### src/rtl/fwd_pkg.sv
// fwd_pkg -- shared definitions for the forwarding scoreboard.
//   FWD_SEL_RF      : forward-select value meaning "read the register file"
//   LAT_ALU/LAT_LOAD: result latencies of the two instruction classes
//   fwd_entry_t     : one in-flight stage entry {valid, rd, cnt}, sized for
//                     the widest register address / counter the block supports
//   clamp_lat()     : maps a raw issue latency onto 1..depth
package fwd_pkg;

    localparam int unsigned FWD_SEL_RF    = 0;
    localparam int unsigned LAT_ALU       = 1;
    localparam int unsigned LAT_LOAD      = 2;

    // Upper bounds for the entry fields; REG_AW and SEL_W of an instance
    // must not exceed these.
    localparam int unsigned FWD_AW_MAX    = 8;
    localparam int unsigned FWD_CNT_MAX_W = 8;

    typedef struct packed {
        logic                     valid;
        logic [FWD_AW_MAX-1:0]    rd;
        logic [FWD_CNT_MAX_W-1:0] cnt;
    } fwd_entry_t;

    // A latency of 0 behaves like an ALU op; anything beyond the tracked
    // depth is as late as the pipeline can express.
    function automatic int unsigned clamp_lat(input int unsigned lat,
                                              input int unsigned depth);
        if (lat == 0)
            return LAT_ALU;
        if (lat > depth)
            return depth;
        return lat;
    endfunction

endpackage

### src/rtl/fwd_stage_entry.sv
// fwd_stage_entry -- one in-flight stage of the forwarding scoreboard.
//   clk, rst        : clock, asynchronous active-high reset
//   hold            : freeze contents
//   clear           : invalidate the entry (wins over hold)
//   in_valid/rd/cnt : entry arriving from the previous stage (or issue)
//   valid_o/rd_o/cnt_o : current contents
// With DEC_ON_LOAD set, the incoming counter is decremented (saturating at 0)
// as it is captured, so the countdown follows the entry down the pipeline.
module fwd_stage_entry #(
    parameter int unsigned AW          = 5,
    parameter int unsigned CW          = 2,
    parameter bit          DEC_ON_LOAD = 1'b1
) (
    input  logic          clk,
    input  logic          rst,
    input  logic          hold,
    input  logic          clear,
    input  logic          in_valid,
    input  logic [AW-1:0] in_rd,
    input  logic [CW-1:0] in_cnt,
    output logic          valid_o,
    output logic [AW-1:0] rd_o,
    output logic [CW-1:0] cnt_o
);

    logic          valid_q, valid_d;
    logic [AW-1:0] rd_q, rd_d;
    logic [CW-1:0] cnt_q, cnt_d;

    always_comb begin
        valid_d = valid_q;
        rd_d    = rd_q;
        cnt_d   = cnt_q;
        if (clear) begin
            valid_d = 1'b0;
            cnt_d   = '0;
        end else if (!hold) begin
            valid_d = in_valid;
            rd_d    = in_rd;
            if (DEC_ON_LOAD && (in_cnt != '0))
                cnt_d = in_cnt - CW'(1);
            else
                cnt_d = in_cnt;
        end
    end

    always_ff @(posedge clk or posedge rst) begin
        if (rst) begin
            valid_q <= 1'b0;
            rd_q    <= '0;
            cnt_q   <= '0;
        end else begin
            valid_q <= valid_d;
            rd_q    <= rd_d;
            cnt_q   <= cnt_d;
        end
    end

    assign valid_o = valid_q;
    assign rd_o    = rd_q;
    assign cnt_o   = cnt_q;

endmodule

### src/rtl/fwd_scoreboard.sv
// fwd_scoreboard -- operand forwarding select and load-use stall generation.
//   clk, rst     : clock, asynchronous active-high reset
//   iss_*        : instruction presented for issue (sources, dest, latency)
//   hold         : freeze the whole pipeline
//   flush        : drop the issuing instruction and the stage-1 entry
//   fwd_sel      : per source, 0 = register file, k = forward from stage k
//   stall        : issuing instruction must not advance
// Stage 1 is the youngest in-flight result. Each source picks its nearest
// matching stage; if that entry's result is not yet available the issue
// stalls, even when an older, ready entry for the same register exists.
module fwd_scoreboard
    import fwd_pkg::*;
#(
    parameter int unsigned REG_AW    = 5,
    parameter int unsigned NUM_SRC   = 2,
    parameter int unsigned FWD_DEPTH = 2,
    parameter int unsigned SEL_W     = $clog2(FWD_DEPTH + 1)
) (
    input  logic                       clk,
    input  logic                       rst,
    input  logic                       iss_valid,
    input  logic [NUM_SRC*REG_AW-1:0]  iss_rs,
    input  logic [NUM_SRC-1:0]         iss_rs_used,
    input  logic [REG_AW-1:0]          iss_rd,
    input  logic                       iss_regwrite,
    input  logic [SEL_W-1:0]           iss_lat,
    input  logic                       hold,
    input  logic                       flush,
    output logic [NUM_SRC*SEL_W-1:0]   fwd_sel,
    output logic                       stall
);

    logic              stg_in_valid [1:FWD_DEPTH];
    logic [REG_AW-1:0] stg_in_rd    [1:FWD_DEPTH];
    logic [SEL_W-1:0]  stg_in_cnt   [1:FWD_DEPTH];
    logic              stg_valid    [1:FWD_DEPTH];
    logic [REG_AW-1:0] stg_rd       [1:FWD_DEPTH];
    logic [SEL_W-1:0]  stg_cnt      [1:FWD_DEPTH];
    fwd_entry_t        ent          [1:FWD_DEPTH];
    logic [NUM_SRC-1:0] src_block;

    logic issue_writes;
    assign issue_writes = iss_valid && !stall && !flush && iss_regwrite
                          && (iss_rd != '0);

    genvar gi;
    generate
        for (gi = 1; gi <= FWD_DEPTH; gi++) begin : g_stage
            if (gi == 1) begin : g_head
                // Issue captures lat-1 directly: a latency-1 result is
                // forwardable from stage 1 on the very next cycle.
                assign stg_in_valid[gi] = issue_writes;
                assign stg_in_rd[gi]    = iss_rd;
                assign stg_in_cnt[gi]   =
                    SEL_W'(clamp_lat(int'(iss_lat), FWD_DEPTH) - 1);
            end else begin : g_tail
                // A flush also kills the entry leaving stage 1.
                assign stg_in_valid[gi] = stg_valid[gi-1] && !((gi == 2) && flush);
                assign stg_in_rd[gi]    = stg_rd[gi-1];
                assign stg_in_cnt[gi]   = stg_cnt[gi-1];
            end

            fwd_stage_entry #(
                .AW          (REG_AW),
                .CW          (SEL_W),
                .DEC_ON_LOAD (gi != 1)
            ) u_entry (
                .clk      (clk),
                .rst      (rst),
                .hold     (hold),
                .clear    ((gi == 1) && flush),
                .in_valid (stg_in_valid[gi]),
                .in_rd    (stg_in_rd[gi]),
                .in_cnt   (stg_in_cnt[gi]),
                .valid_o  (stg_valid[gi]),
                .rd_o     (stg_rd[gi]),
                .cnt_o    (stg_cnt[gi])
            );

            assign ent[gi] = '{valid: stg_valid[gi],
                               rd:    FWD_AW_MAX'(stg_rd[gi]),
                               cnt:   FWD_CNT_MAX_W'(stg_cnt[gi])};
        end

        for (gi = 0; gi < NUM_SRC; gi++) begin : g_src
            logic [REG_AW-1:0] rs;
            logic [SEL_W-1:0]  sel;
            logic              hit_ready;

            assign rs = iss_rs[gi*REG_AW +: REG_AW];

            // Scan oldest to youngest so the nearest match is left standing.
            always_comb begin
                sel       = SEL_W'(FWD_SEL_RF);
                hit_ready = 1'b1;
                if (iss_rs_used[gi] && (rs != '0)) begin
                    for (int k = FWD_DEPTH; k >= 1; k--) begin
                        if (ent[k].valid && (ent[k].rd == FWD_AW_MAX'(rs))) begin
                            sel       = SEL_W'(k);
                            hit_ready = (ent[k].cnt == '0);
                        end
                    end
                end
            end

            assign fwd_sel[gi*SEL_W +: SEL_W] = sel;
            assign src_block[gi]              = !hit_ready;
        end
    endgenerate

    assign stall = iss_valid && (|src_block);

endmodule
### config.mk
export PLATFORM = sky130hd
export DESIGN_NAME = fwd_scoreboard
export DESIGN_NICKNAME = d
export VERILOG_FILES = /design/src/rtl/fwd_pkg.sv /design/src/rtl/fwd_stage_entry.sv /design/src/rtl/fwd_scoreboard.sv
export SDC_FILE = /design/constraint.sdc
export NUM_CORES = 1
export LEC_CHECK = 0
export CAP_MARGIN = 30
export CORE_AREA = 10 10 63 54
export DETAILED_ROUTE_END_ITERATION = 8
export DIE_AREA = 0 0 73 64
export GPL_TIMING_DRIVEN = 0
export PLACE_DENSITY = 0.75
export SYNTH_ARGS = -nofsm -noshare
export SYNTH_HDL_FRONTEND = slang
export SYNTH_SLANG_ARGS = --single-unit
### constraint.sdc
create_clock -name clk -period 2.3 [get_ports clk]
set_input_delay 0.46 -clock clk [delete_from_list [all_inputs] [get_ports clk]]
set_output_delay 0.46 -clock clk [all_outputs]
set_load 0.02 [all_outputs]
; Word level (Yosys, flattened, before mapping)
; Index checks and enable logic that the tools add are counted.
[totals]
register_bits = 16
input_bits = 25
output_inout_bits = 5
wordCells = 65
[op_classes]
addsub = 2
magnitude_cmp = 1
n_eq_ne = 5
mux = 24
bitwise = 2
reduce_logical = 25
[op_table]
columns = op, n
row1 = $mux W2, 12
row2 = $eq A5 B5 Y1, 4
row3 = $logic_not A8 Y1, 2
row4 = $reduce_bool A5 Y1, 3
row5 = $logic_and A1 B1 Y1, 12
row6 = $mux W1, 12
row7 = $logic_not A1 Y1, 4
row8 = $sub A2 B1 Y2 const B, 2
row9 = $gt A2 B2 Y1 const B, 1
row10 = $logic_not A2 Y1, 1
row11 = $ne A2 B1 Y1 const B, 1
row12 = $not A1 Y1, 2
row13 = $reduce_and A2 Y1, 1
row14 = $reduce_bool A2 Y1, 1
row15 = $reduce_or A2 Y1, 1

; Depth between registers and ports, before layout
; Gate-level depths: netlist of run 1.
[logic_depth]
depth_word = 15
ltp_mapped = 6
ltp_nobuf = 6

; Cells and area by module
; From an unflattened synthesis of run 1, not the netlist that was laid out.
[unflattened]
hier_cells = 95
hier_area_um2 = 999.7
[modules_own_cells]
columns = module, n_inst, cells_per_inst, area_each_um2, seq_area_each_um2
row1 = fwd_scoreboard, 1, 51, 354.1, 0.0
row2 = fwd_stage_entry at g_stage[1].u_entry, 1, 21, 331.6, 200.2
row3 = fwd_stage_entry at g_stage[2].u_entry, 1, 23, 314.1, 200.2

; Worst setup path before layout of run 1
; No wires, ideal clock.
[synth_timing]
path_kind = input to output
startpoint = input port iss_rs[6]
endpoint = output port stall
t_arrival_ns = 1.836
required_ns = 1.840
path_slack_ns = 0.004
path_stages = 6
n_path_buf = 0
path_cell_list = xor2_1 > nor4_1 > nand3_1 > nor3b_2 > o22a_1 > o21a_1
[synth_via]
elab_chain_len = 8
word_cells_on_any_way = 12
cone_classes = eq/ne (2) / mux (3) / reduce/logical (7)
[synth_rtl]
columns = element, line
row1 = from (decl), fwd_scoreboard.sv:22  ; input logic [NUM_SRC*REG_AW-1:0] iss_rs,
row2 = $eq A5 B5 Y1, fwd_scoreboard.sv:98  ; if (ent[k].valid && (ent[k].rd == FWD_AW_MAX'(rs))) begin
row3 = $logic_and A1 B1 Y1, fwd_scoreboard.sv:98
row4 = $mux W1 (2 in a row), fwd_scoreboard.sv:98
row5 = $mux W1 *, fwd_scoreboard.sv:96  ; if (iss_rs_used[gi] && (rs != '0)) begin
row6 = $logic_not A1 Y1 *, fwd_scoreboard.sv:107  ; assign src_block[gi] = !hit_ready;
row7 = $reduce_or A2 Y1 *, fwd_scoreboard.sv:111  ; assign stall = iss_valid && (|src_block);
row8 = $logic_and A1 B1 Y1 *, fwd_scoreboard.sv:111
row9 = to (decl), fwd_scoreboard.sv:30  ; output logic stall
; Mark *: on every way between the ends. The rest lies on a longest branch, timed or not.

; Worst setup path after layout of run 1
[layout_timing]
startpoint = register g_stage[1].u_entry.rd_q[1]
endpoint = output port stall
[layout_via]
elab_chain_len = 7
word_cells_on_any_way = 12
cone_classes = eq/ne (2) / mux (4) / reduce/logical (6)
[layout_rtl]
columns = element, line
row1 = from (decl), fwd_stage_entry.sv:27  ; logic [AW-1:0] rd_q, rd_d;
row2 = from (signal assigned), fwd_stage_entry.sv:54  ; rd_q <= rd_d;
row3 = $eq A5 B5 Y1, fwd_scoreboard.sv:98
row4 = $logic_and A1 B1 Y1, fwd_scoreboard.sv:98
row5 = $mux W1, fwd_scoreboard.sv:98
row6 = $mux W1, fwd_scoreboard.sv:96
row7 = $logic_not A1 Y1, fwd_scoreboard.sv:107
row8 = $reduce_or A2 Y1 *, fwd_scoreboard.sv:111
row9 = $logic_and A1 B1 Y1 *, fwd_scoreboard.sv:111
; Marked as above.

==> impl_metrics.ini, run 1 <==
[critical_path]
crit_path_end_kind = output pin
critPathTopFamily = simple AND/OR/NAND/NOR gates
cpMaxStageDelayCell = dfrtp_1
crit_fanout = 3
required_ns = 1.84
path_cells = xor2_1 > nor4_1 > nand3_1 > nor3b_2 > o22a_1 > o21a_1 > buf_6
crit_arrival_ns = 2.06
crit_buf_inv = 1
worst-setup-path-type = reg -> out
slowest_delay_ns = 0.44
critPathLaunchType = register

[clock_network]
cts-root-buf = clkbuf_4
insertion_delay_ns = 0.29
cts_buffers = 3
clk_path_buf_depth = 2
cts_tree = done
cts.reportedPaths.clkPinSlew_ns = 0.09
h-tree-depth = 1
cts_sinks = 16

[synthesis]
synthFlopType = dfrtp_1
synth_area_leaders = dfrtp_1 43%, xor2_1 15%, mux2_2 12%, xnor2_1 3.7%, nor3b_2 2.7%
yosys_warnings = 0
syn_nets = 109
synth-edff-count = 0
ys_top_cells_by_count = 16 x dfrtp_1, 16 x xor2_1, 10 x mux2_2
synth_top_area_share_pct = 42.6
ys_async_sr_fraction_pct = 100
yosysTopAreaCell = dfrtp_1
ys_ff_latch = 16
synth_cell_type_count = 23
synth.avg_cell_area_um2 = 11.2
synth_cells = 84
ys_seq_area_share_pct = 42.6
syn_area_um2 = 940

[timing]
fmax_mhz = 396
finalSetupViolations = 1
tns_ns = -0.224
fin_skew_ns = 0.00177
rsz0062_at_grt = yes
whs_ns = 0.493
relSlewSlack_pct = 60.4
fin_crit_sh_pct = 110
setup_ws_ns = -0.224
hold_violations = 0
drv_slew = 0
tightest_slew_ns = 0.594
finalCriticalPeriod_ns = 2.52

[status]
status = finished with violations
violations = negative setup slack

[finish]
insertedDiodeCount = 0
nets = 152
area_growth_pct = 47.8
drive_gt1_share_pct = 36.5
final_cells = 151

[floorplanning]
fp-row-count = 15
dieHeight_um = 64
start_util_pct = 43.9
die_area_mm2 = 0.00467
die_w_um = 73
core_mm2 = 0.00214
io-pin-count = 30

[route]
drc = 0
first_pass_iters = 4
avgViaCountPerCell = 5.30
wl_per_cell_um = 16.5
initialDrtViolationCount = 16
vias = 801
wirelength_mm = 2.50
ant_nets = 0

[place]
gp_congestion = 0.765
dp_hpwl_mm = 1.91
port_buffers = 28
dp_cells = 137
post-place-ws_ns = -0.963

[global_route]
grt.overflow.total = 0
grt_max_degree = 17
grt_pass1_vias = 815
antenna_found_initial = 0
grt_pass1_wl_mm = 3.87
gr-usage-all-layers_pct = 10.5

[flow_run]
maxCapViolCount = 0

[power]
p_total_mw = 0.738
p_per_area_mw_per_mm2 = 531
ir_worst_vdd_v = 0.000441
power.leakage_nw = 0.610

[min_path]
hold_class = reg -> reg
-- final cells by class --
type | instances | area [um2]
inverters | 2 | 7.51
repair buffers | 38 | 338
clock buffers | 4 | 36.3
multi-input cells | 65 | 569
fillers | 197 | 751
flip-flops and latches | 16 | 403
well taps | 25 | 31.3
plain buffers | 1 | 3.75
-- state kept, by name (all words and copies together) (netlist names) --
signal	flops
g_stage.u_entry.valid_o	2
g_stage.u_entry.rd_o	10
g_stage.u_entry.cnt_o	4
-- through the flow --
stage | utilization, % | area (um2)
2_1_floorplan | - | 940
3_3_place_gp | 58.5 | 1250
3_5_place_dp | 58.5 | 1250
4_1_cts | 63.3 | 1360
5_1_grt | 64.9 | 1390
6_report | 64.9 | 1390
-- worst paths after layout --
kind	startpoint	to	slack [ns]	depth (start not counted)
worst max-delay path	g_stage[1].u_entry.rd_o[1]	stall	-0.22	7
max in group asynchronous	rst	g_stage[1].u_entry.rd_o[3]	1.36	2
worst min register to register	g_stage[2].u_entry.cnt_o[0]	g_stage[2].u_entry.cnt_o[0]	0.49	2
worst max register to register	g_stage[1].u_entry.rd_o[1]	g_stage[1].u_entry.valid_o	0.26	8
worst min-delay path	g_stage[2].u_entry.cnt_o[0]	g_stage[2].u_entry.cnt_o[0]	0.49	2
min in group asynchronous	rst	g_stage[1].u_entry.cnt_o[0]	0.52	2
-- logic make-up (layout without fill, tap and decap cells) --
group,after synthesis,in the layout,share of synthesized area [%]
and+or+nand+nor,24,24,16.1
DFF,16,16,42.6
buffers and inverters,3,45,1.20
muxes,11,11,13.0
xor gates and xnor gates,20,20,18.6
AOI/OAI and AO/OA,10,10,8.39
-- metal layers --
layer | up-vias | track usage, % | wire length, um
met5 | - | 0 | 0
met4 | 0 | 5.69 | 48
met3 | 4 | 2.93 | 128
met2 | 23 | 15.9 | 1140
met1 | 384 | 13.1 | 1180
li1 | 390 | - | -
-- cells in the final DEF, fill, tap and decap left out, types with 4 or more instances in the layout --
cell type	instances
xor2_1	16
dfrtp_1	14
clkdlybuf4s50_1	13
mux2_2	10
buf_4	10
xnor2_1	4
nand3_1	4
-- tightest hold or removal path, cell delays in order (launching register included) --
cell and delay [ns]:
dfrtp_1 0.36, nand2_1 0.05, o21ai_0 0.05
-- report_power, final --
part / switching [mW] / internal [mW] / total, mW / leakage (nW)
clock network: 0.0910 / 0.0966 / 0.188 / 0.0210
registers: 0.0391 / 0.315 / 0.354 / 0.198
logic: 0.0795 / 0.117 / 0.197 / 0.390
-- timing repair --
item                                    CTS  global route
endpoints found under the setup margin    5             4
gates resized for setup                  48             7
pin swaps                                13            10
hold buffers                              0             0
setup buffers                             7             4
Note: power is estimated with default switching activity, not from simulation.
==> run 2: changes to the inputs <==
Settings changed: TNS_END_PERCENT set to 1.
==> run 2 against run 1 <==
The run still ends with negative setup slack left; die area did not move; via count is 1.4% lower; critical path type unchanged; global-route usage unchanged; setup slack got worse by 0.0040 ns; combinational power fell by 3%; critical endpoint unchanged; flip-flop and latch count is the same; largest power group unchanged; maximum frequency shrank 0.16%; register-to-register slack about the same; first-iteration DRC count decreased by 31%; wire length decreased by 1.2%; count of clock-buffer cells in the layout unchanged; sequential power about the same.
==> impl_metrics.ini, run 2 (same netlist as run 1, synthesis figures left out) <==
[status]
status = finished with violations
violations = negative setup slack

[place]
dp_hpwl_mm = 1.91
port_buffers = 28
post-place-ws_ns = -0.963
gp_congestion = 0.765

[route]
ant_nets = 0
avgViaCountPerCell = 5.23
wirelength_mm = 2.47
vias = 790
drc = 0
first_pass_iters = 4
wl_per_cell_um = 16.3
initialDrtViolationCount = 11

[finish]
drive_gt1_share_pct = 35.7
insertedDiodeCount = 0
largest_register_ffs = 10
nets = 152
register_area_um2 = 403
area_growth_pct = 47.7
final_cell_mix = 16 x xor2_1, 14 x dfrtp_1, 13 x clkdlybuf4s50_1, 11 x buf_4, 10 x mux2_2
final_common_cell = xor2_1
multi_input_area_um2 = 569
nFillCells = 197

[global_route]
grt_pass1_vias = 815
grt.busiest_layer = met2
grt.overflow.total = 0
grt_max_degree = 17
met1_usage_pct = 13.1
grt_pass1_wl_mm = 3.87
antenna_found_initial = 0
grt.met2_usage_pct = 15.9
grt_use_met3_pct = 2.93
gr-usage-all-layers_pct = 10.5

[floorplanning]
die_area_mm2 = 0.00467
fp-row-count = 15
dieHeight_um = 64
start_util_pct = 43.9
core_mm2 = 0.00214
die_w_um = 73
io-pin-count = 30

[critical_path]
crit_fanout = 3
worst-setup-path-type = reg -> out
crit_arrival_ns = 2.07
crit_path_end_kind = output pin
critPathLaunchType = register
required_ns = 1.84

[clock_network]
h-tree-depth = 1
insertion_delay_ns = 0.29
cts.reportedPaths.clkPinSlew_ns = 0.09
cts_buffers = 3
clk_path_buf_depth = 2
cts_tree = done
cts_sinks = 16
cts-root-buf = clkbuf_4

[power]
pwr-share-comb_pct = 26.1
power.leakage_nw = 0.613
p_per_area_mw_per_mm2 = 527
p_sw_share_pct = 28.4
p_seq_share_pct = 48.4
ir_worst_vdd_v = 0.000441
p_int_mw = 0.524
power_frac_clock_pct = 25.5
p_sw_mw = 0.208

[timing]
setup_ws_ns = -0.228
hold_violations = 0
tns_ns = -0.361
tightest_slew_ns = 0.588
fin_crit_sh_pct = 110
finalCriticalPeriod_ns = 2.53
relSlewSlack_pct = 60.8
finalSetupViolations = 3
rsz0062_at_grt = yes
fin_skew_ns = 0.000574
fmax_mhz = 396
drv_slew = 0

[min_path]
hold_class = reg -> reg

[flow_run]
maxCapViolCount = 0
[run 2: cell count changes in the layout (fill, tap and decap cells not counted), sizes merged]
cell and change:
buf -1, clkdlybuf4s15 -1, dlygate4sd2 +2
[run 2: repair_timing]
item	in CTS	in global routing
hold buffers	0	0
endpoints found under the setup margin	5	5
pin swaps	13	8
gates resized for setup	43	4
setup buffers	7	3
[run 2: per-stage QoR]
step           util, %  instance area (um2)  cells  hold WS [ns]  total power [mW]
2_1_floorplan        -                  940     84         0.374             0.450
3_3_place_gp      58.5                 1250    137         0.471             0.520
3_5_place_dp      58.5                 1250    137         0.480             0.526
4_1_cts           63.6                 1360    148         0.502             0.727
5_1_grt           64.9                 1390    151         0.564             0.768
6_report          64.9                 1390    151         0.494             0.732
[run 2: metal layers]
layer / part of all wire, % / up-vias
met5: 0 / -
li1: - / 389
met2: 46 / 21
met4: 1.9 / 0
met3: 4.9 / 4
met1: 47 / 376
[run 2: power groups by stage]
stage	Combinational, mW	Sequential, mW	Clock (mW)
CTS	0.183	0.353	0.190
global route	0.207	0.359	0.202
global placement	0.160	0.361	0
floorplan	0.101	0.349	0
finish	0.191	0.354	0.186
detailed placement	0.164	0.362	0
[run 2: worst paths after layout]
kind                                                  start                     endpoint  slack, ns  cells past startpoint
max in group asynchronous                               rst   g_stage[1].u_entry.rd_o[3]       1.36                      2
worst max register to register   g_stage[1].u_entry.rd_o[3]   g_stage[1].u_entry.valid_o       0.25                      8
worst max-delay path             g_stage[1].u_entry.rd_o[3]                        stall      -0.23                      7
worst min-delay path            g_stage[2].u_entry.cnt_o[0]  g_stage[2].u_entry.cnt_o[0]       0.49                      2
worst min register to register  g_stage[2].u_entry.cnt_o[0]  g_stage[2].u_entry.cnt_o[0]       0.49                      2
min in group asynchronous                               rst  g_stage[1].u_entry.cnt_o[0]       0.52                      2
[run 2: worst max-delay path: stages, from the launching register on]
cell,delay (ns)
dfrtp_2,0.45
xor2_1,0.16
nor4_1,0.27
nand3_1,0.16
nor3b_2,0.19
o22a_1,0.22
o21a_1,0.19
buf_6,0.13
[run 2: cell type report]
type | count | area share, %
multi-input combinational | 65 | 41.0
sequential | 16 | 29.0
timing repair buffer | 38 | 24.3
clock buffer | 4 | 2.61
tap | 25 | 2.25
inverter | 2 | 0.541
buffer | 1 | 0.271
==> run 3: changes to the inputs <==
Settings changed: SKIP_LAST_GASP set to 1.
==> run 3 against run 2 <==
Utilization increased by 0.47 points; setup slack got worse by 0.011 ns; cell area is 0.72% higher; worst hold slack got worse by 0.0011 ns; die area unchanged; largest power group unchanged; the run still ends with negative setup slack left; critical path type is now in -> out; via count stayed put; clock power about the same; wire length is 1.1% higher; flip-flop and latch count stayed put.
==> impl_metrics.ini, run 3 (same netlist as run 1, synthesis figures left out) <==
[place]
dp_hpwl_mm = 1.91
port_buffers = 28
gp_congestion = 0.765
postPlaceCellArea_mm2 = 0.00125
dp_cells = 137

[critical_path]
worst-setup-path-type = in -> out
crit_fanout = 3
cpMaxStageDelayCell = dlygate4sd2_1
crit_arrival_ns = 2.08
critPathLaunchType = input port
path_cells = dlygate4sd2_1 > xor2_1 > nor4_1 > nand3_1 > nor3b_2 > o22a_1 > o21a_1 > buf_6
r2r_cells = 8
crit_path_end_kind = output pin
required_ns = 1.84
slowest_delay_ns = 0.28

[floorplanning]
start_util_pct = 43.9
dieHeight_um = 64
io-pin-count = 30
fp-row-count = 15
die_w_um = 73
core_mm2 = 0.00214
die_area_mm2 = 0.00467

[finish]
largest_register_ffs = 10
nets = 152
final_cell_mix = 16 x xor2_1, 14 x dfrtp_1, 13 x clkdlybuf4s50_1, 10 x mux2_2, 10 x buf_4
area_growth_pct = 48.7
drive_gt1_share_pct = 33.3
final_cell_area_mm2 = 0.00140
insertedDiodeCount = 0
final_cells = 151
final_common_cell = xor2_1

[power]
p_per_area_mw_per_mm2 = 528
power.leakage_nw = 0.620
ir_worst_vdd_v = 0.000441

[global_route]
antenna_found_initial = 0
grt.overflow.total = 0
grt_pass1_wl_mm = 3.87
grt_max_degree = 17
gr-usage-all-layers_pct = 10.5
grt_pass1_vias = 815

[clock_network]
clk_path_buf_depth = 2
cts_sinks = 16
cts-root-buf = clkbuf_4
h-tree-depth = 1
cts_buffers = 3
insertion_delay_ns = 0.29
cts.reportedPaths.clkPinSlew_ns = 0.09
cts_tree = done

[route]
wl_per_cell_um = 16.5
avgViaCountPerCell = 5.23
drc = 0
ant_nets = 0
vias = 790
initialDrtViolationCount = 14
first_pass_iters = 4
wirelength_mm = 2.49

[status]
status = finished with violations
violations = negative setup slack

[timing]
tns_ns = -0.488
finalCriticalPeriod_ns = 2.54
whs_ns = 0.493
drv_slew = 0
finalSetupViolations = 4
relSlewSlack_pct = 60.2
fin_crit_sh_pct = 110
hold_violations = 0
fmax_mhz = 394
fin_skew_ns = 0.00181
rsz0062_at_grt = yes
tightest_slew_ns = 0.596
setup_ws_ns = -0.239

[min_path]
hold_class = reg -> reg
holdPathStages = 2

[flow_run]
maxCapViolCount = 0
## run 3: cell types whose count changed in the layout (fill, tap and decap cells not counted), sizes merged
cell / previous run / this run
clkdlybuf4s15: 5 / 6
clkbuf: 5 / 4
dlygate4sd2: 5 / 7
buf: 15 / 13
## run 3: per-layer routing
layer | vias to the layer above | track usage (%) | routed length [um]
met5 | - | 0 | 0
met1 | 376 | 13.1 | 1190
met4 | 0 | 5.69 | 48
li1 | 389 | - | -
met3 | 4 | 2.93 | 123
met2 | 21 | 15.9 | 1140
## run 3: metrics by stage
step / power (mW) / setup WS (ns) / util (%)
floorplan: 0.450 / 0.00370 / -
global placement: 0.520 / -0.923 / 58.5
detailed placement: 0.526 / -0.963 / 58.5
CTS: 0.727 / -0.211 / 63.8
global route: 0.773 / -0.309 / 65.3
finish: 0.738 / -0.239 / 65.3
## run 3: worst max-delay path: cells and delay by family
kind | cells | cell delay (ns)
and+or+nand+nor | 3 | 0.60
AOI/OAI and AO/OA | 2 | 0.43
buffers and inverters | 2 | 0.41
xor gates and xnor gates | 1 | 0.17
## run 3: path summary, 6_finish.rpt
path / from / to / slack, ns
max: iss_rs[6] / stall / -0.24
min: g_stage[2].u_entry.cnt_o[0] / g_stage[2].u_entry.cnt_o[0] / 0.49
max reg2reg: g_stage[1].u_entry.rd_o[3] / g_stage[1].u_entry.valid_o / 0.26
min reg2reg: g_stage[2].u_entry.cnt_o[0] / g_stage[2].u_entry.cnt_o[0] / 0.49
max in group asynchronous: rst / g_stage[1].u_entry.rd_o[3] / 1.36
min in group asynchronous: rst / g_stage[1].u_entry.cnt_o[0] / 0.52
## run 3: where the power goes
group / internal (mW) / total [mW] / switching (mW) / leakage [nW]
Combinational: 0.117 / 0.197 / 0.0798 / 0.401
Clock: 0.0966 / 0.188 / 0.0911 / 0.0210
Sequential: 0.315 / 0.354 / 0.0389 / 0.198
## run 3: area by class of cell
| type | instances | area (um2) |
|---|---|---|
| multi-input cells | 65 | 569 |
| clock buffers | 4 | 36.3 |
| repair buffers | 38 | 347 |
| well taps | 25 | 31.3 |
| fillers | 192 | 742 |
| flip-flops and latches | 16 | 403 |
| inverters | 2 | 7.51 |
| plain buffers | 1 | 3.75 |
## run 3: what timing repair did
action,in CTS,in global routing
endpoints found under the setup margin,5,5
pin swaps,13,10
hold buffers,0,0
gates resized for setup,38,4
buffers inserted,7,3
==> variant (config.mk and constraints of run 1) <==
Set the parameter `NUM_SRC` to 1 (it was 2).
--- a/src/rtl/fwd_scoreboard.sv
+++ b/src/rtl/fwd_scoreboard.sv
@@ -14,3 +14,3 @@
     parameter int unsigned REG_AW    = 5,
-    parameter int unsigned NUM_SRC   = 2,
+    parameter int unsigned NUM_SRC   = 1,
     parameter int unsigned FWD_DEPTH = 2,
Ports: changed (resized fwd_sel, iss_rs and iss_rs_used); port bits go from 30 to 22. No check against the original RTL was run, so the function may have changed too.
==> variant against run 1 <==
The run still ends with setup timing left; setup slack improved by 0.21 ns; area after synthesis decreased by 15%; final cell count shrank 19%; power down 11%; design area down 20%; non-clock buffer count fell by 12; sequential cell count stayed put; first-iteration DRC count rose by 25%; wire length down 29%; register-to-register slack improved by 0.36 ns; clock power is 4% lower; largest cell class unchanged.
==> variant: results (changes against run 1) <==
Power
  – Max VDD drop: 316 uV (-28%)
  – Lkg Pwr: 0.496 nW (-19%)

Timing
  – Fin Setup TNS: -0.0180 ns (+0.206 ns)
  – Least-Margin Pin Slew: 0.598 ns (+0.00462 ns)
  – Final setup margin: -0.0180 ns (+0.206 ns)
  – Final Skew: 0.00548 ns (+0.00371 ns)
  – Worst hold slack: 0.495 ns (+0.00201 ns)
  – # setup viols final: 1 (unchanged)

GRT
  – First-pass GRT wire length: 2.96 mm (-24%)
  – Vias in the first global route: 671 (-18%)
  – Global Route Usage Sum: 7.88% (-2.7 points)

Placed design
  – Placed insts: 112 (-18%)
  – Routability cong.: 0.757 (-1.1%)
  – Port Buffers: 20 (-29%)
  – HPWL Detailed: 1.38 mm (-28%)
  – Pre-CTS WS: -0.825 ns (+0.138 ns)
  – DP Area: 1030 um2 (-17%)

Outcome
  – Outcome: finished, violations left
  – Failing checks: setup timing

Synthesis
  – Synth Area in XOR/XNOR: 10.9% (-7.7 points)
  – Synth Area in Compound Gates: 7.63% (-0.76 points)
  – Most area-consuming cells after synthesis: dfrtp_1 50%, mux2_2 14%, xor2_1 8.7%
  – FFs w/ async S/R, synth: 100% (unchanged)
  – Mux cell area share after synthesis: 15.3% (+2.2 points)
  – Synthesized Nets: 86 (-21%)
  – Commonest cells post-synth: 16 x dfrtp_1, 10 x mux2_2, 8 x xor2_1
  – Register area share after synthesis: 49.8% (+7.2 points)
  – Cells after Synth: 67 (-20%)

Critical path
  – FF-to-FF Start: g_stage[1].u_entry.rd_o[3]$_DFFE_PP0P_
  – R2R Setup Slk: 0.62 ns (+0.36 ns)
  – Crit-path max FO: 4 (+1)
  – Crit path DAT: 1.86 ns (-0.20 ns)
  – Worst path max stage delay: 0.41 ns (-0.03 ns)
  – Worst Reg2Reg Path Length in Cells: 7 (-1)

Route
  – Via count: 611 (-24%)
  – Post-Route WL: 1.76 mm (-29%)
  – Routed len/inst: 14.4 um (-13%)
  – Drt initial violations: 20 (+4)

Finish
  – Net count, final: 117 (-23%)
  – Layout cells sized above 1: 33.0% (-3.5 points)

CTS
  – Num CTS Buffers: 3 (unchanged)
variant: routing by layer:
layer	part of all wire (%)	vias up	wire (um)	GRT usage, %
met2	49	14	867	12.1
met1	45	296	784	9.29
li1	-	299	-	-
met5	0	-	0	0
met4	0.74	0	13	3.55
met3	5.3	2	93	3.24
variant: critical path, delay by kind of cell, from the launching register on:
family	cells	cell delay, ns
xor+xnor	1	0.16
buf+inv	1	0.11
flops	1	0.41
compound gates	2	0.35
simple gates	2	0.54
variant: area by class of cell:
cell class / instances / area, um2
plain buffers: 1 / 3.75
clock buffers: 4 / 36.3
fillers: 208 / 1030
inverters: 2 / 7.51
multi-input cells: 48 / 404
flip-flops and latches: 16 / 400
well taps: 25 / 31.3
repair buffers: 26 / 221
variant: what timing repair did:
item / in CTS / in global routing
setup buffers: 4 / 2
endpoints found under the setup margin: 3 / 3
pin swaps: 11 / 1
resized for setup: 27 / 2
variant: cells by family after synthesis:
family / after synthesis
buf+inv: 3
mux: 11
compound gates: 8
xor+xnor: 10
simple gates: 19
flops: 16
variant: worst max path at each step:
stage | slack [ns] | to | start | cells after the start
floorplan | 0.27 | stall | iss_rs[3] | 5
global placement | -0.85 | stall | iss_rs[3] | 7
detailed placement | -0.82 | stall | iss_rs[0] | 7
CTS | -0.03 | stall | g_stage[1].u_entry.rd_o[0]$_DFFE_PP0P_ | 6
global route | -0.10 | stall | g_stage[1].u_entry.rd_o[3]$_DFFE_PP0P_ | 6
finish | -0.02 | stall | g_stage[1].u_entry.rd_o[3]$_DFFE_PP0P_ | 6
variant: report_power, final:
group	internal [W]	switching (W)	leakage, nW
Clock	0.0000963	0.0000843	0.0210
Combinational	0.0000836	0.0000515	0.275
Sequential	0.000314	0.0000258	0.200
Total	0.000494	0.000162	0.496
